[config.mk]
export PLATFORM = sky130hd
export DESIGN_NAME = depth_test_writer_flat
export DESIGN_NICKNAME = d
export VERILOG_FILES = /design/src/rtl/depth_test_writer_if.sv /design/src/rtl/depth_test_writer.sv /design/src/flat_wrapper.sv
export SDC_FILE = /design/constraint.sdc
export NUM_CORES = 1
export LEC_CHECK = 0
export BUFFER_PORTS_ARGS = -buffer_cell sky130_fd_sc_hd__buf_2
export CAP_MARGIN = 20
export CORE_MARGIN = 10
export CORE_UTILIZATION = 40
export DETAILED_ROUTE_END_ITERATION = 12
export HOLD_SLACK_MARGIN = 0.15
export PLACE_DENSITY_LB_ADDON = 0.2
export SLEW_MARGIN = 5
export SYNTH_ARGS = -nofsm -noshare
export SYNTH_HDL_FRONTEND = slang
export SYNTH_SLANG_ARGS = --single-unit
[constraint.sdc]
create_clock -name clk -period 10.1 [get_ports clk]
set_input_delay 2.02 -clock clk [delete_from_list [all_inputs] [get_ports clk]]
set_output_delay 2.02 -clock clk [all_outputs]
set_load 0.01 [all_outputs]
[src/rtl/depth_test_writer_if.sv]
// Fragment stream handshake between a rasteriser and the depth-test writer.
interface depth_test_writer_if #(
  parameter int COLOR_WIDTH = 12,
  parameter int DEPTH_WIDTH = 16
);
  logic                   frag_valid;
  logic                   frag_ready;
  logic [15:0]            frag_x;
  logic [15:0]            frag_y;
  logic [DEPTH_WIDTH-1:0] frag_depth;
  logic [COLOR_WIDTH-1:0] frag_color;

  modport master (
    output frag_valid, frag_x, frag_y, frag_depth, frag_color,
    input  frag_ready
  );

  modport slave (
    input  frag_valid, frag_x, frag_y, frag_depth, frag_color,
    output frag_ready
  );
endinterface

[src/rtl/depth_test_writer.sv]
// Two-stage z-test: read the stored depth on accept, compare and write colour/depth
// the following cycle, with frame clear sequencing and pass/fail statistics.
module depth_test_writer #(
  parameter int  SCREEN_WIDTH  = 160,
  parameter int  SCREEN_HEIGHT = 120,
  parameter int  COLOR_WIDTH   = 12,
  parameter int  DEPTH_WIDTH   = 16,
  localparam int ADDR_WIDTH    = $clog2(SCREEN_WIDTH * SCREEN_HEIGHT)
) (
  input  logic                   clk,
  input  logic                   rstn,
  depth_test_writer_if.slave     frag,
  input  logic                   frame_clear,
  output logic                   busy,
  output logic [ADDR_WIDTH-1:0]  zb_addr_read,
  input  logic [DEPTH_WIDTH-1:0] zb_data_out,
  output logic [ADDR_WIDTH-1:0]  zb_addr_write,
  output logic [DEPTH_WIDTH-1:0] zb_data_in,
  output logic                   zb_write_enable,
  output logic [ADDR_WIDTH-1:0]  fb_addr_write,
  output logic [COLOR_WIDTH-1:0] fb_data_in,
  output logic                   fb_write_enable,
  output logic                   zb_clear,
  output logic                   fb_clear,
  input  logic                   zb_ready,
  input  logic                   fb_ready,
  output logic [15:0]            pass_count,
  output logic [15:0]            fail_count
);

  typedef enum logic [1:0] {RUN, DRAIN, CLEAR, WAIT} state_t;

  state_t                 state;
  logic                   clear_q;
  logic                   accept;
  logic                   in_range;

  logic                   s1_valid;
  logic                   s1_in_range;
  logic [ADDR_WIDTH-1:0]  s1_addr;
  logic [DEPTH_WIDTH-1:0] s1_depth;
  logic [COLOR_WIDTH-1:0] s1_color;

  logic                   fwd_valid;
  logic [ADDR_WIDTH-1:0]  fwd_addr;
  logic [DEPTH_WIDTH-1:0] fwd_depth;

  logic [DEPTH_WIDTH-1:0] ref_depth;
  logic                   active;
  logic                   closer;
  logic                   depth_pass;
  logic                   depth_fail;

  assign frag.frag_ready = (state == RUN) && !frame_clear && zb_ready && fb_ready;
  assign accept          = frag.frag_valid && frag.frag_ready;
  assign in_range        = (32'(frag.frag_x) < SCREEN_WIDTH) && (32'(frag.frag_y) < SCREEN_HEIGHT);
  assign zb_addr_read    = ADDR_WIDTH'(32'(frag.frag_y) * SCREEN_WIDTH + 32'(frag.frag_x));

  // The memory has not yet absorbed last cycle's write, so compare against it directly.
  assign ref_depth  = (fwd_valid && (fwd_addr == s1_addr)) ? fwd_depth : zb_data_out;
  assign active     = rstn && ((state == RUN) || (state == DRAIN));
  assign closer     = s1_depth < ref_depth;
  assign depth_pass = active && s1_valid && s1_in_range && closer;
  assign depth_fail = active && s1_valid && s1_in_range && !closer;

  assign zb_write_enable = depth_pass;
  assign zb_addr_write   = s1_addr;
  assign zb_data_in      = s1_depth;
  assign fb_write_enable = depth_pass;
  assign fb_addr_write   = s1_addr;
  assign fb_data_in      = s1_color;

  assign zb_clear = clear_q;
  assign fb_clear = clear_q;
  assign busy     = rstn && ((state != RUN) || s1_valid);

  always_ff @(posedge clk) begin
    if (!rstn) begin
      state      <= RUN;
      clear_q    <= 1'b0;
      s1_valid   <= 1'b0;
      fwd_valid  <= 1'b0;
      pass_count <= '0;
      fail_count <= '0;
    end else begin
      s1_valid <= accept;
      if (accept) begin
        s1_in_range <= in_range;
        s1_addr     <= zb_addr_read;
        s1_depth    <= frag.frag_depth;
        s1_color    <= frag.frag_color;
      end

      fwd_valid <= depth_pass;
      if (depth_pass) begin
        fwd_addr  <= s1_addr;
        fwd_depth <= s1_depth;
      end

      if (depth_pass && (pass_count != 16'hFFFF)) pass_count <= pass_count + 16'd1;
      if (depth_fail && (fail_count != 16'hFFFF)) fail_count <= fail_count + 16'd1;

      clear_q <= 1'b0;
      // Counter zeroing on CLEAR entry overrides any increment above.
      case (state)
        RUN: begin
          if (frame_clear) begin
            if (s1_valid) begin
              state <= DRAIN;
            end else begin
              state      <= CLEAR;
              clear_q    <= 1'b1;
              pass_count <= '0;
              fail_count <= '0;
            end
          end
        end
        DRAIN: begin
          if (!s1_valid) begin
            state      <= CLEAR;
            clear_q    <= 1'b1;
            pass_count <= '0;
            fail_count <= '0;
          end
        end
        CLEAR: state <= WAIT;
        WAIT: begin
          if (zb_ready && fb_ready) state <= RUN;
        end
        default: state <= RUN;
      endcase
    end
  end

endmodule
[src/flat_wrapper.sv]
// flat-port wrapper written by rule: the top's interface ports become plain ports
module depth_test_writer_flat 
#(
  parameter int  SCREEN_WIDTH  = 160,
  parameter int  SCREEN_HEIGHT = 120,
  parameter int  COLOR_WIDTH   = 12,
  parameter int  DEPTH_WIDTH   = 16,
  localparam int ADDR_WIDTH    = $clog2(SCREEN_WIDTH * SCREEN_HEIGHT)
)
  (clk, rstn, frame_clear, busy, zb_addr_read, zb_data_out, zb_addr_write, zb_data_in, zb_write_enable, fb_addr_write, fb_data_in, fb_write_enable, zb_clear, fb_clear, zb_ready, fb_ready, pass_count, fail_count, frag_frag_valid, frag_frag_x, frag_frag_y, frag_frag_depth, frag_frag_color, frag_frag_ready);
  depth_test_writer_if #(.COLOR_WIDTH(COLOR_WIDTH), .DEPTH_WIDTH(DEPTH_WIDTH)) frag_i ();
  input  logic clk;
  input  logic rstn;
  input  logic frame_clear;
  output logic busy;
  output logic [ADDR_WIDTH-1:0] zb_addr_read;
  input  logic [DEPTH_WIDTH-1:0] zb_data_out;
  output logic [ADDR_WIDTH-1:0] zb_addr_write;
  output logic [DEPTH_WIDTH-1:0] zb_data_in;
  output logic zb_write_enable;
  output logic [ADDR_WIDTH-1:0] fb_addr_write;
  output logic [COLOR_WIDTH-1:0] fb_data_in;
  output logic fb_write_enable;
  output logic zb_clear;
  output logic fb_clear;
  input  logic zb_ready;
  input  logic fb_ready;
  output logic [15:0] pass_count;
  output logic [15:0] fail_count;
  input wire logic [$bits(frag_i.frag_valid)-1:0] frag_frag_valid;
  input wire logic [$bits(frag_i.frag_x)-1:0] frag_frag_x;
  input wire logic [$bits(frag_i.frag_y)-1:0] frag_frag_y;
  input wire logic [$bits(frag_i.frag_depth)-1:0] frag_frag_depth;
  input wire logic [$bits(frag_i.frag_color)-1:0] frag_frag_color;
  output wire logic [$bits(frag_i.frag_ready)-1:0] frag_frag_ready;
  assign frag_i.frag_valid = frag_frag_valid;
  assign frag_i.frag_x = frag_frag_x;
  assign frag_i.frag_y = frag_frag_y;
  assign frag_i.frag_depth = frag_frag_depth;
  assign frag_i.frag_color = frag_frag_color;
  assign frag_frag_ready = frag_i.frag_ready;
  depth_test_writer #(.SCREEN_WIDTH(SCREEN_WIDTH), .SCREEN_HEIGHT(SCREEN_HEIGHT), .COLOR_WIDTH(COLOR_WIDTH), .DEPTH_WIDTH(DEPTH_WIDTH)) u_core (.clk(clk), .rstn(rstn), .frag(frag_i), .frame_clear(frame_clear), .busy(busy), .zb_addr_read(zb_addr_read), .zb_data_out(zb_data_out), .zb_addr_write(zb_addr_write), .zb_data_in(zb_data_in), .zb_write_enable(zb_write_enable), .fb_addr_write(fb_addr_write), .fb_data_in(fb_data_in), .fb_write_enable(fb_write_enable), .zb_clear(zb_clear), .fb_clear(fb_clear), .zb_ready(zb_ready), .fb_ready(fb_ready), .pass_count(pass_count), .fail_count(fail_count));
endmodule
==> out/qor.csv <==
stage,metric,value,unit
worst_setup_path,CP Capture Type,output pin,
pwr,Sw Share,26.8,%
placement,DP Area,6880,um^2
pwr,pwr/cell area,150,nW/um^2
worst_setup_path,CP Max Fanout,3,
routing,drt first-iter violations,200,
clocking,clock buffer depth,2,
pwr,P_sw,0.000289,W
synthesis,ys flop type,edfxtp_1,
routing,average wire per standard cell,17.3,um
finish,Final #Nets,818,
synthesis,synthesis warning total,0,
pwr,Logic pwr share,20.4,%
status,status,"finished, final reports clean",
sta,final period utilization,65.9,%
pwr,VDD IR max,0.0000898,V
clocking,H-Tree Depth,3,
synthesis,largest area contributor in the netlist,edfxtp_1,
clocking,post-CTS setup buffers,0,
synthesis,share of Yosys cell area claimed by the top area cell type,38.5,%
sta,final hold vios,0,
sta,Peak Freq,150,MHz
finish,"commonest cells after routing, fill and taps aside","buf_2 (193), edfxtp_1 (75), ha_1 (43), mux2i_1 (38), dfxtp_1 (37)",
sta,final setup violation count,0,
synthesis,number of synthesized register bits,112,
synthesis,Cells after Synth,518,
sta,setup TNS,0,ps
routing,TritonRoute pass-1 iters,4,
grt,largest net degree at the start of global routing,45,
min_path,hold crit path type,reg -> reg,
clocking,post-CTS resize count,0,
finish,"most common cell after layout, fill and taps aside",buf_2,
pwr,Internal,0.000791,W
routing,ANT nets after route,0,
clocking,clk slew on worst S/H paths,70,ps
die,Die Ht,141,um
finish,Area growth syn-to-layout,22.8,%
placement,gpl congestion,0.826,
finish,Non-Filler Instances,881,
clocking,Clock Latency Late Sink,360,ps
sta,clock period minus worst slack,6660,ps
worst_setup_path,critical path class,in -> out,
synthesis,number of synthesized flops with an enable pin,75,
finish,layout cells sized above 1,33.5,%
worst_setup_path,Required @ worst endpoint,8080,ps
die,Die Wd,141,um
die,IO Pins,193,
sta,Worst Clk Skew,13.1,ps
grt,number of global-route vias before repair,4753,
sta,Slew HR,27.5,%
routing,Routed Wire Length,15.2,mm
die,# rows,44,
synthesis,mapped cell area,5850,um^2
worst_setup_path,Reg-to-Reg Start,u_core.fb_addr_write[14]$_DFFE_PP_,
die,starting density of the core,40.6,%
synthesis,"Seq/Total Area, Yosys",51.2,%
grt,global-route wire length before repair,24.2,mm
grt,total gr overflow,0,
min_path,worst hold path depth,2,
worst_setup_path,CP startpoint,frag_frag_y[1],
routing,vias per cell,5.15,
clocking,clk sinks,112,
job,max cap viols,0,
finish,Final Util,49.8,%
die,core area,14400,um^2
sta,Worst Tran Pin Value,1090,ps
sta,RSZ-0062 raised after global routing,false,
pwr,clock power share,32.8,%
synthesis,Syn Nets,645,
pwr,leakage power,3.04,nW
clocking,post-cts hold buffer count,0,
routing,DR vias,4541,
sta,"Slew Viols, Final",0,
grt,GRT Overall Usage,14.9,%
worst_setup_path,CP arrival,4640,ps
placement,hpwl dp,11.8,mm
clocking,CTS root buffer,clkbuf_16,
min_path,hold_sp,u_core.fail_count[15]$_SDFF_PN0_,
finish,design area,7180,um^2
worst_setup_path,R2R Setup Slk,5840,ps
clocking,CTS tree,built,
worst_setup_path,RR Endpoint,u_core.fwd_depth[14]$_DFFE_PP_,
synthesis,ys async rst share,0,%
routing,DRC Markers,0,
placement,Inst Count DP,863,
synthesis,syn avg cell area,11.3,um^2
die,die area,19900,um^2
placement,Port Buffer Count,192,
worst_setup_path,crit start category,primary input,
clocking,Num CTS Buffers,9,
worst_setup_path,Worst Reg-to-Reg Cells,13,
synthesis,post-synthesis cell type count,43,
sta,Hold WS,484,ps
grt,initial antenna violation count,1,
worst_setup_path,worst setup path endpoint,zb_addr_read[14],
synthesis,ranking of synthesized cells by area,"edfxtp_1 (38%), dfxtp_1 (13%), ha_1 (9.2%)",
pwr,Seq pwr share,46.9,%
==> layout make-up <==
type / count / area, um^2
fillers: 1353 / 7240
flip-flops and latches: 112 / 2990
multi-input cells: 347 / 2550
repair buffers: 199 / 1030
clock buffers: 12 / 258
well taps: 184 / 230
inverters: 22 / 82.6
clock inverters: 4 / 33.8
diodes: 1 / 2.50
==> critical path, cell delays in order <==
cell	delay, ps
buf_2	120
ha_1	290
ha_1	160
inv_1	50
fa_1	470
inv_1	40
ha_1	310
o21a_1	140
o41ai_1	440
o21ai_0	220
xnor2_1	200
buf_2	170
==> worst min-delay path by stage <==
stage	end
after global placement	u_core.fail_count[4]$_SDFF_PN0_
after detailed placement	u_core.fail_count[15]$_SDFF_PN0_
final	u_core.fail_count[15]$_SDFF_PN0_
after CTS	u_core.fail_count[15]$_SDFF_PN0_
after floorplan	u_core.fail_count[10]$_SDFF_PN0_
after global routing	u_core.fwd_depth[2]$_DFFE_PP_
==> power by group through the flow <==
stage / clock network, W / registers, W / logic (W)
floorplan: 0 / 0.000517 / 0.000144
global placement: 0 / 0.000516 / 0.000217
detailed placement: 0 / 0.000517 / 0.000222
CTS: 0.000365 / 0.000506 / 0.000223
global route: 0.000380 / 0.000507 / 0.000249
finish: 0.000354 / 0.000506 / 0.000220
==> cells in the mapped netlist, types with 3 or more instances <==
library cell,count
a21oi_1,21
a211oi_1,5
inv_1,22
nand4_1,20
o31ai_1,5
edfxtp_1,75
o21a_1,4
mux2i_1,38
a21o_1,3
nand2_1,34
clkbuf_1,13
buf_4,22
nor3_1,9
or2_2,16
ha_1,43
and3_1,14
o41ai_1,3
nor2_1,21
xnor2_1,28
nand3_1,20
nor4_1,13
nor2b_1,6
o21ai_0,16
dfxtp_1,37
or4_1,5
==> per-stage QoR <==
| step | total power [W] | worst slack, ps |
|---|---|---|
| after floorplan | 0.000662 | 3870 |
| after global placement | 0.000733 | 3500 |
| after detailed placement | 0.000738 | 3400 |
| after CTS | 0.00109 | 3390 |
| after global routing | 0.00114 | 3190 |
| final | 0.00108 | 3440 |
==> flip-flops by register name, indices dropped and copies added (netlist names), 2 cells and up <==
name,flops
u_core.fail_count,16
u_core.fb_addr_write,15
u_core.fb_data_in,12
u_core.fwd_addr,15
u_core.fwd_depth,16
u_core.pass_count,16
u_core.state,2
u_core.zb_data_in,16
==> kinds of logic after synthesis <==
kind of cell	Yosys count	synth area share (%)
AOI/OAI and AO/OA	68	7.55
adders and majority gates	45	9.88
DFF	112	51.2
buffers and inverters	59	5.24
xor gates and xnor gates	30	4.49
and+or+nand+nor	166	15.2
muxes	38	6.50
==> layer usage <==
metal / vias up / global-route usage (%) / part of all wire (%)
met5: - / 0 / 0
met4: 0 / 5.11 / 1.4
met3: 14 / 4.20 / 6.4
met2: 139 / 24.9 / 48
met1: 2141 / 18.1 / 44
li1: 2247 / - / -
Note: power is estimated with default switching activity, not from simulation.
